<file path="src/rtl/uart_pkg.sv">
// uart_pkg: shared receiver state encoding, divisor floor and divisor clamp helper.
package uart_pkg;
  localparam int MIN_DIV_DEF = 4;
  typedef enum logic [2:0] {S_IDLE, S_START, S_DATA, S_STOP, S_WAIT} state_t;
  function automatic logic [15:0] eff_div(input logic [15:0] div, input logic [15:0] min_div);
    return (div < min_div) ? min_div : div;
  endfunction
endpackage

</file>
<file path="src/rtl/uart_rx_sync.sv">
// uart_rx_sync: multi-flop synchronizer for an asynchronous serial input.
module uart_rx_sync #(
  parameter int   STAGES  = 2,
  parameter logic RST_VAL = 1'b1
) (
  input  logic clk_i,
  input  logic rst_n,
  input  logic d_i,
  output logic q_o
);
  logic [STAGES-1:0] sync_q;
  always_ff @(posedge clk_i or negedge rst_n)
    if (!rst_n) sync_q <= {STAGES{RST_VAL}};
    else        sync_q <= {sync_q[STAGES-2:0], d_i};
  assign q_o = sync_q[STAGES-1];
endmodule

</file>
<file path="src/rtl/uart_byte_rx.sv">
// uart_byte_rx: 8N1 UART byte receiver with valid/ready output, frame error and overrun pulses.
module uart_byte_rx
  import uart_pkg::*;
#(
  parameter int SYNC_STAGES = 2,
  parameter int MIN_DIV     = MIN_DIV_DEF
) (
  input  logic        clk_i,
  input  logic        rst_n,
  input  logic        uart_rx_i,
  input  logic [15:0] baud_div_i,
  output logic [7:0]  rx_data_o,
  output logic        rx_valid_o,
  input  logic        rx_ready_i,
  output logic        frame_err_o,
  output logic        overrun_o
);
  logic        rx_s;
  state_t      state_q, state_d;
  logic [15:0] cnt_q, cnt_d, div_q, div_d, lim;
  logic [2:0]  idx_q, idx_d;
  logic [7:0]  sh_q, sh_d, data_q, data_d;
  logic        prev_q, valid_q, valid_d, ferr_q, ferr_d, ovr_q, ovr_d;
  logic        tick, done, load;

  uart_rx_sync #(.STAGES(SYNC_STAGES), .RST_VAL(1'b1)) u_sync (
    .clk_i(clk_i),
    .rst_n(rst_n),
    .d_i  (uart_rx_i),
    .q_o  (rx_s)
  );

  // START waits half a bit so every later sample lands mid-bit
  assign lim  = (state_q == S_START) ? (div_q >> 1) - 16'd1 : div_q - 16'd1;
  assign tick = cnt_q == lim;
  assign done = state_q == S_STOP && tick && rx_s;
  assign load = done && (!valid_q || rx_ready_i);

  always_comb begin
    state_d = state_q;
    cnt_d   = tick ? 16'd0 : cnt_q + 16'd1;
    div_d   = div_q;
    idx_d   = idx_q;
    sh_d    = sh_q;
    ferr_d  = 1'b0;
    case (state_q)
      S_IDLE: begin
        cnt_d = 16'd0;
        if (prev_q && !rx_s) begin
          state_d = S_START;
          div_d   = eff_div(baud_div_i, 16'(MIN_DIV));
        end
      end
      S_START: if (tick) begin
        state_d = rx_s ? S_IDLE : S_DATA;
        idx_d   = 3'd0;
      end
      S_DATA: if (tick) begin
        sh_d  = {rx_s, sh_q[7:1]};
        idx_d = idx_q + 3'd1;
        if (idx_q == 3'd7) state_d = S_STOP;
      end
      S_STOP: if (tick) begin
        state_d = rx_s ? S_IDLE : S_WAIT;
        ferr_d  = !rx_s;
      end
      S_WAIT: begin
        cnt_d = 16'd0;
        if (rx_s) state_d = S_IDLE;
      end
      default: state_d = S_IDLE;
    endcase
  end

  // a completed frame always leaves valid high: either freshly loaded or kept on overrun
  assign valid_d = done || (valid_q && !rx_ready_i);
  assign data_d  = load ? sh_q : data_q;
  assign ovr_d   = done && valid_q && !rx_ready_i;

  always_ff @(posedge clk_i or negedge rst_n)
    if (!rst_n) begin
      state_q <= S_IDLE;
      cnt_q   <= 16'd0;
      div_q   <= 16'(MIN_DIV);
      idx_q   <= 3'd0;
      sh_q    <= 8'h00;
      data_q  <= 8'h00;
      prev_q  <= 1'b1;
      valid_q <= 1'b0;
      ferr_q  <= 1'b0;
      ovr_q   <= 1'b0;
    end else begin
      state_q <= state_d;
      cnt_q   <= cnt_d;
      div_q   <= div_d;
      idx_q   <= idx_d;
      sh_q    <= sh_d;
      data_q  <= data_d;
      prev_q  <= rx_s;
      valid_q <= valid_d;
      ferr_q  <= ferr_d;
      ovr_q   <= ovr_d;
    end

  assign rx_data_o   = data_q;
  assign rx_valid_o  = valid_q;
  assign frame_err_o = ferr_q;
  assign overrun_o   = ovr_q;
endmodule
</file>
<file path="config.mk">
export PLATFORM = sky130hd
export DESIGN_NAME = uart_byte_rx
export DESIGN_NICKNAME = d
export VERILOG_FILES = /design/src/rtl/uart_pkg.sv /design/src/rtl/uart_rx_sync.sv /design/src/rtl/uart_byte_rx.sv
export SDC_FILE = /design/constraint.sdc
export NUM_CORES = 1
export LEC_CHECK = 0
export ABC_AREA = 1
export CELL_PAD_IN_SITES_DETAIL_PLACEMENT = 1
export CELL_PAD_IN_SITES_GLOBAL_PLACEMENT = 2
export CORE_MARGIN = 3
export CORE_UTILIZATION = 30
export DETAILED_ROUTE_END_ITERATION = 8
export PLACE_DENSITY_LB_ADDON = 0.3
export SLEW_MARGIN = 15
export SYNTH_ARGS = -nofsm -noshare
export SYNTH_HDL_FRONTEND = slang
export SYNTH_SLANG_ARGS = --single-unit
</file>
<file path="constraint.sdc">
create_clock -name clk_i -period 3 [get_ports clk_i]
set_input_delay 0.6 -clock clk_i [delete_from_list [all_inputs] [get_ports clk_i]]
set_output_delay 0.6 -clock clk_i [all_outputs]
set_load 0.05 [all_outputs]
</file>
# Word-level counts from Yosys, hierarchy flattened

Cells that the tools add are included.

Input port bits: 20
Output and inout port bits: 11
Register bits: 60
Logic and storage cells: 65

Equal/unequal tests: 12
Reductions and logical operators: 19
Order comparisons: 1
Add/subtract/negate cells: 4
Multiplexer cells: 18

Operators with widths:

| cell                                                                     | number |
|---|---|
| 16-bit 2-to-1 mux                                                        | 4 |
| 3-bit 2-to-1 mux                                                         | 9 |
| 16-bit by 1-bit adder with 16-bit output (second input constant)         | 1 |
| 16-bit equality test                                                     | 1 |
| 16-bit by 3-bit < comparator with 1-bit output (second input constant)   | 1 |
| 15-bit by 1-bit subtractor with 16-bit output (second input constant)    | 1 |
| 16-bit by 1-bit subtractor with 16-bit output (second input constant)    | 1 |
| 3-bit one-hot mux with 5 select lines                                    | 1 |
| 2-bit inequality test (second input constant)                            | 5 |
| 1-bit logical AND                                                        | 7 |
| 3-bit by 2-bit equality test with 1-bit output (second input constant)   | 2 |
| 3-bit equality test (second input constant)                              | 2 |
| 3-bit one-hot mux with 2 select lines                                    | 1 |
| 6-bit AND reduction                                                      | 1 |
| 2-bit AND reduction                                                      | 2 |
| 3-bit by 1-bit adder with 3-bit output (second input constant)           | 1 |
| 3-bit by 1-bit equality test with 1-bit output (second input constant)   | 1 |
| 1-bit zero test                                                          | 3 |
| 3-bit zero test                                                          | 1 |
| 3-bit AND reduction                                                      | 1 |
| 1-bit logical OR                                                         | 2 |
| 1-bit 2-to-1 mux                                                         | 2 |
| 2-bit 2-to-1 mux                                                         | 1 |
| 2-bit by 1-bit inequality test with 1-bit output (second input constant) | 1 |
| 2 further kinds                                                          | 2 |

# Depth between registers and ports, before layout

Word-level depth: 7
Mapped depth: 21
Gate-level depth less buffers: 20

# By module

From an unflattened synthesis, not the netlist that was laid out.

Cells, all modules: 505
Area total of the unflattened synthesis: 3636.0 µm²

Modules (own cells, without submodules):

| module       | cells an instance | sequential area each (µm²) | area an instance (µm²) | times used |
|---|---|---|---|---|
| uart_byte_rx | 503               | 1453.9                     | 3583.4                 | 1 |
| uart_rx_sync | 2                 | 52.6                       | 52.6                   | 1 |

# Worst setup path before layout

OpenSTA, ideal clock, no wires.

Path type: reg2reg
From: register state_q[0]
To: register cnt_q[9]
Period minus slack after synthesis: 2330 ps
Stages on the path, launching flop included: 20
Data arrival time: 2216 ps
Path buffers: 1
Library setup time: 114 ps
Setup slack: 670 ps
Required time: 2886 ps
Cells stage by stage: dfrtp_1 -> inv_2 -> nor2_4 -> nand3_1 -> nand2_1 -> ha_1 -> nand2_1 -> nor2_4 -> nand2_1 -> nand2_1 -> nand2_1 -> nor2_1 -> nand2_1 -> nor2_2 -> nand4_1 -> nand2_1 -> inv_2 -> buf_6 -> nand3_1 -> inv_1

Cells in the longest elaborated chain, start to end: 5
Elaborated cells between the ends (all ways): 8
Classes of those cells: 3 x eq/ne; 3 x mux; 2 x reduce/logical

RTL lines:

| item                                           | line               | RTL |
|---|---|---|
| start, declared                                | uart_byte_rx.sv:19 | `state_t state_q, state_d;` |
| start signal, assigned                         | uart_byte_rx.sv:93 | `state_q <= state_d;` |
| 3-bit by 1-bit equality test with 1-bit output | uart_byte_rx.sv:34 | `assign lim = (state_q == S_START) ? (div_q >> 1) - 16'd1 : div_q - 16'd1;` |
| 16-bit 2-to-1 mux                              | uart_byte_rx.sv:34 |  |
| 16-bit equality test                           | uart_byte_rx.sv:35 | `assign tick = cnt_q == lim;` |
| 16-bit 2-to-1 mux                              | uart_byte_rx.sv:41 | `cnt_d = tick ? 16'd0 : cnt_q + 16'd1;` |
| 16-bit 2-to-1 mux *                            | uart_byte_rx.sv:46 | `case (state_q)` |
| via cnt_d[9]                                   | uart_byte_rx.sv:20 | `logic [15:0] cnt_q, cnt_d, div_q, div_d, lim;` |
| end signal, assigned                           | uart_byte_rx.sv:94 | `cnt_q <= cnt_d;` |
| end, declared                                  | uart_byte_rx.sv:20 |  |

Mark *: on every way through the listed nets, which the timed path passes. The rest lies on a longest branch.
A chain may end at the register's enable or synchronous reset.

# Worst setup path in the final report

From: register state_q[1]
To: register data_q[2], in the netlist rx_data_o[2]

Cells in the longest elaborated chain, start to end: 6
Elaborated cells between the ends (all ways): 7
Classes of those cells: 3 x eq/ne; 1 x mux; 3 x reduce/logical

RTL lines:

| item                                           | line               | RTL |
|---|---|---|
| 3-bit by 1-bit equality test with 1-bit output | uart_byte_rx.sv:34 |  |
| 16-bit 2-to-1 mux                              | uart_byte_rx.sv:34 |  |
| 16-bit equality test                           | uart_byte_rx.sv:35 |  |
| 1-bit logical AND * (2 in series)              | uart_byte_rx.sv:36 | `assign done = state_q == S_STOP && tick && rx_s;` |
| 1-bit logical AND *                            | uart_byte_rx.sv:37 | `assign load = done && (!valid_q \|\| rx_ready_i);` |
| end signal, assigned                           | uart_byte_rx.sv:98 | `data_q <= data_d;` |
| end, declared                                  | uart_byte_rx.sv:22 | `logic [7:0] sh_q, sh_d, data_q, data_d;` |

Every way passes the cells marked *; elsewhere a longest branch is shown, timed or not.

==> impl_metrics.csv <==
group,metric,value,unit
critical_path,crit_chain,"clkinv_4, nand3_4, nand2_1, nand2_1, ha_1, nand2_1, nor2_4, nand2_2, o21bai_2, nand3_1, nor2_2, nand3_2, nor2_4, buf_4, nand4_1, nand2_1",
job,cap_violations,0,
run_status,outcome,"complete, no violations",
grt,grt_max_degree,30,
timing,fin_crit,2740,ps
clock_tree,clock_path_buffers,2,
clock_tree,cts_tree,"done",
floorplan,die-area,13900,µm²
critical_path,cp.buffers_inverters,2,
synthesis,syn_area_per_cell,6.92,µm²
synthesis,synth_seq_area_share,40.1,%
power_and_ir_drop,combPwrFrac,49.1,%
route,drc,0,
timing,layout_setup_ws,264,ps
critical_path,cp_max_fo,18,
route,viasPerCell,4.68,
min_path,hold_class,"input pin to asynchronous set/reset pin",
synthesis,synth-seq-cells,60,
floorplan,io_pins,31,
floorplan,core,12100,µm²
timing,finalCritPeriodShare,91.2,%
clock_tree,path_clk_slew,60,ps
critical_path,path_class,"register to register",
floorplan,die_y,118,µm
power_and_ir_drop,swShare,45.8,%
route,drtAntennaViolNets,0,
route,wl,11300,µm
power_and_ir_drop,p_switching,2.00,mW
power_and_ir_drop,p_int,2.37,mW
timing,max_slew_margin,50.3,%
power_and_ir_drop,power_frac_seq,24.4,%
clock_tree,cts-htree-levels,3,
power_and_ir_drop,clockPowerShare,26.5,%
route,drt_iter0_drc,122,
critical_path,critPathSlowestCell,"dfrtp_2",
critical_path,slowest_delay,420,ps
synthesis,ys_top_cells_by_area,"dfrtp_1, nand2_1, nand3_1",
timing,setup_viol,0,
power_and_ir_drop,peakVddDrop,0.570,mV
synthesis,synth_area,3750,µm²
timing,rsz0062_at_grt,"no",
clock_tree,clock_sinks,60,
floorplan,start_util,31.0,%
synthesis,yosysWarnings,0,
clock_tree,cts_buffers,9,
critical_path,end_kind,"register",
timing,maxSlewViolCount,0,
placed_design,portBuffers,30,
grt,grt.overflow.total,0,
critical_path,cp_top_family,"simple AND/OR/NAND/NOR gates",
clock_tree,ctsHoldBuffers,0,
floorplan,rows,40,
power_and_ir_drop,p_leak,2.41,nW
floorplan,die_x,118,µm
synthesis,synth_top_area_cell,"dfrtp_1",
placed_design,dp.final_hpwl,8940,µm
finish,syn_to_final_growth,22.8,%
placed_design,dp_slack,-43.5,ps
synthesis,synthCells,543,
finish,antenna_cells,0,
timing,max_freq,365,MHz
grt,grt.total_usage,17.2,%
timing,holdWs,299,ps
clock_tree,cts_root_buf,"clkbuf_16",
synthesis,yosysTopAreaCellShare,37.3,%
finish,fill_cells,1548,
route,dr_total_vias,3544,
critical_path,crit_top_cell,"nand2_1",
placed_design,gp_congestion,0.850,
clock_tree,clk_latency,330,ps
critical_path,worstPathRequired,3260,ps
timing,clock_skew,8.74,ps
synthesis,synth_fp_nets,567,
grt,grt_pass1_wl,19100,µm
grt,antenna_found_initial,0,
finish,drive_gt1_share,11.7,%
route,wl_per_cell,14.9,µm
synthesis,ys_types,31,
route,drtPass1Iterations,4,
grt,grt_pass1_vias,3706,
timing,hold_viol,0,
finish,final_nets,608,
critical_path,crit_arrival,3000,ps
critical_path,startpoint_type,"register",
power_and_ir_drop,pwr_density_cell,948,nW/µm²
timing,final.setup.tns,0,ps
timing,worstMarginPinSlew,743,ps
==> cells in the mapped netlist <==
cell type,instances
nand2_1,205
inv_1,67
nand3_1,62
dfrtp_1,56
nor2_1,36
o21ai_0,19
nand4_1,17
xor2_1,8
nand2_2,7
inv_2,6
o21ai_1,6
nor2_2,5
nor2_4,5
nor3_1,5
buf_6,4
dfstp_2,4
ha_1,4
nand3_2,4
nor4_1,4
clkbuf_1,3
nand3b_1,3
or2_2,3
nand3_4,2
a22oi_1,1
buf_2,1
buf_4,1
clkinv_1,1
clkinv_2,1
inv_4,1
o21bai_2,1
o31ai_1,1
==> timing repair <==
action                     4_1_cts  5_1_grt
setup endpoints to repair       13       38
buffers inserted                 0        2
resized for setup                1        6
pin swaps                        0        1
==> state kept, by name, summed over array words and instances, names as in the netlist <==
name,count
state_q,3
overrun_o,1
div_q,16
cnt_q,16
frame_err_o,1
prev_q,1
idx_q,3
rx_valid_o,1
sh_q,8
u_sync.sync_q,2
rx_data_o,8
==> power groups by stage <==
stage	clock, mW	sequential [mW]	combinational (mW)
5_1_grt	1.22	1.09	2.47
3_3_place_gp	0	1.08	2.06
2_1_floorplan	0	1.04	1.59
3_5_place_dp	0	1.08	2.10
4_1_cts	1.19	1.07	2.11
6_report	1.16	1.07	2.14
==> placed cells by master, fill, tap and decap left out, drive strengths merged, types with 2 or more instances in the layout <==
master | netlist | final
o21ai | 25 | 25
nand4 | 17 | 17
nor3 | 5 | 5
or2 | 3 | 3
bufinv | 0 | 2
nand2 | 212 | 212
dfstp | 4 | 4
clkbuf | 3 | 10
ha | 4 | 4
dfrtp | 56 | 56
nand3 | 68 | 68
clkdlybuf4s50 | 0 | 29
nor4 | 4 | 4
xor2 | 8 | 8
clkinv | 2 | 5
nand3b | 3 | 3
inv | 74 | 74
buf | 6 | 10
nor2 | 46 | 46
==> per-layer routing <==
layer  global-route usage, %  vias to the layer above  share of wire [%]
met3                    3.03                       16                2.3
li1                        -                     1796                  -
met2                    27.8                       34                 47
met5                       0                        -                  0
met4                    6.59                        0                2.1
met1                    23.0                     1698                 49
==> logic make-up (layout without fill, tap and decap cells) <==
logic type / after synthesis / after routing / share of synthesized area (%)
DFF: 60 / 60 / 40.1
buffers and inverters: 85 / 131 / 9.53
AOI/OAI and AO/OA: 28 / 28 / 4.03
xor gates and xnor gates: 8 / 8 / 1.87
adders and majority gates: 4 / 4 / 1.33
and+or+nand+nor: 358 / 358 / 43.1
==> worst paths after layout <==
kind	start	to	slack (ps)	cells past startpoint
hold / removal	rst_n	cnt_q[11]$_DFF_PN0_	300	1
max in group asynchronous	rst_n	sh_q[1]$_DFFE_PN0P_	1990	2
setup reg to reg	state_q[1]$_DFFE_PN0P_	rx_data_o[2]$_DFFE_PN0P_	260	16
hold reg to reg	u_sync.sync_q[0]$_DFF_PN1_	u_sync.sync_q[1]$_DFF_PN1_	350	0
min in group clk_i	u_sync.sync_q[0]$_DFF_PN1_	u_sync.sync_q[1]$_DFF_PN1_	350	0
setup / recovery	state_q[1]$_DFFE_PN0P_	rx_data_o[2]$_DFFE_PN0P_	260	16
==> per-stage QoR <==
| step | power (mW) | area, µm² | instances | utilization [%] |
|---|---|---|---|---|
| finish | 4.37 | 4610 | 757 | 38.1 |
| global route | 4.78 | 4610 | 757 | 38.1 |
| CTS | 4.37 | 4570 | 755 | 37.7 |
| detailed placement | 3.18 | 4240 | 739 | 35.0 |
| global placement | 3.14 | 4240 | 739 | 35.0 |
| floorplan | 2.64 | 3750 | 543 | - |
==> worst reg2reg max path, cell delays in order (launching register included) <==
cell	delay (ps)
dfrtp_2	420
clkinv_4	150
nand3_4	160
nand2_1	90
nand2_1	120
ha_1	250
nand2_1	110
nor2_4	180
nand2_2	90
o21bai_2	160
nand3_1	100
nor2_2	160
nand3_2	100
nor2_4	130
buf_4	220
nand4_1	110
nand2_1	110
==> final cells by class <==
class	instances	area, µm²	share of cell area [%]
clock buffers	10	239	5.18
clock inverters	6	86.3	1.87
inverters	76	292	6.32
multi-input cells	398	1910	41.4
flip-flops and latches	60	1510	32.7
well taps	168	210	4.56
repair buffers	39	367	7.95
Power figures use the tool's default switching activity.
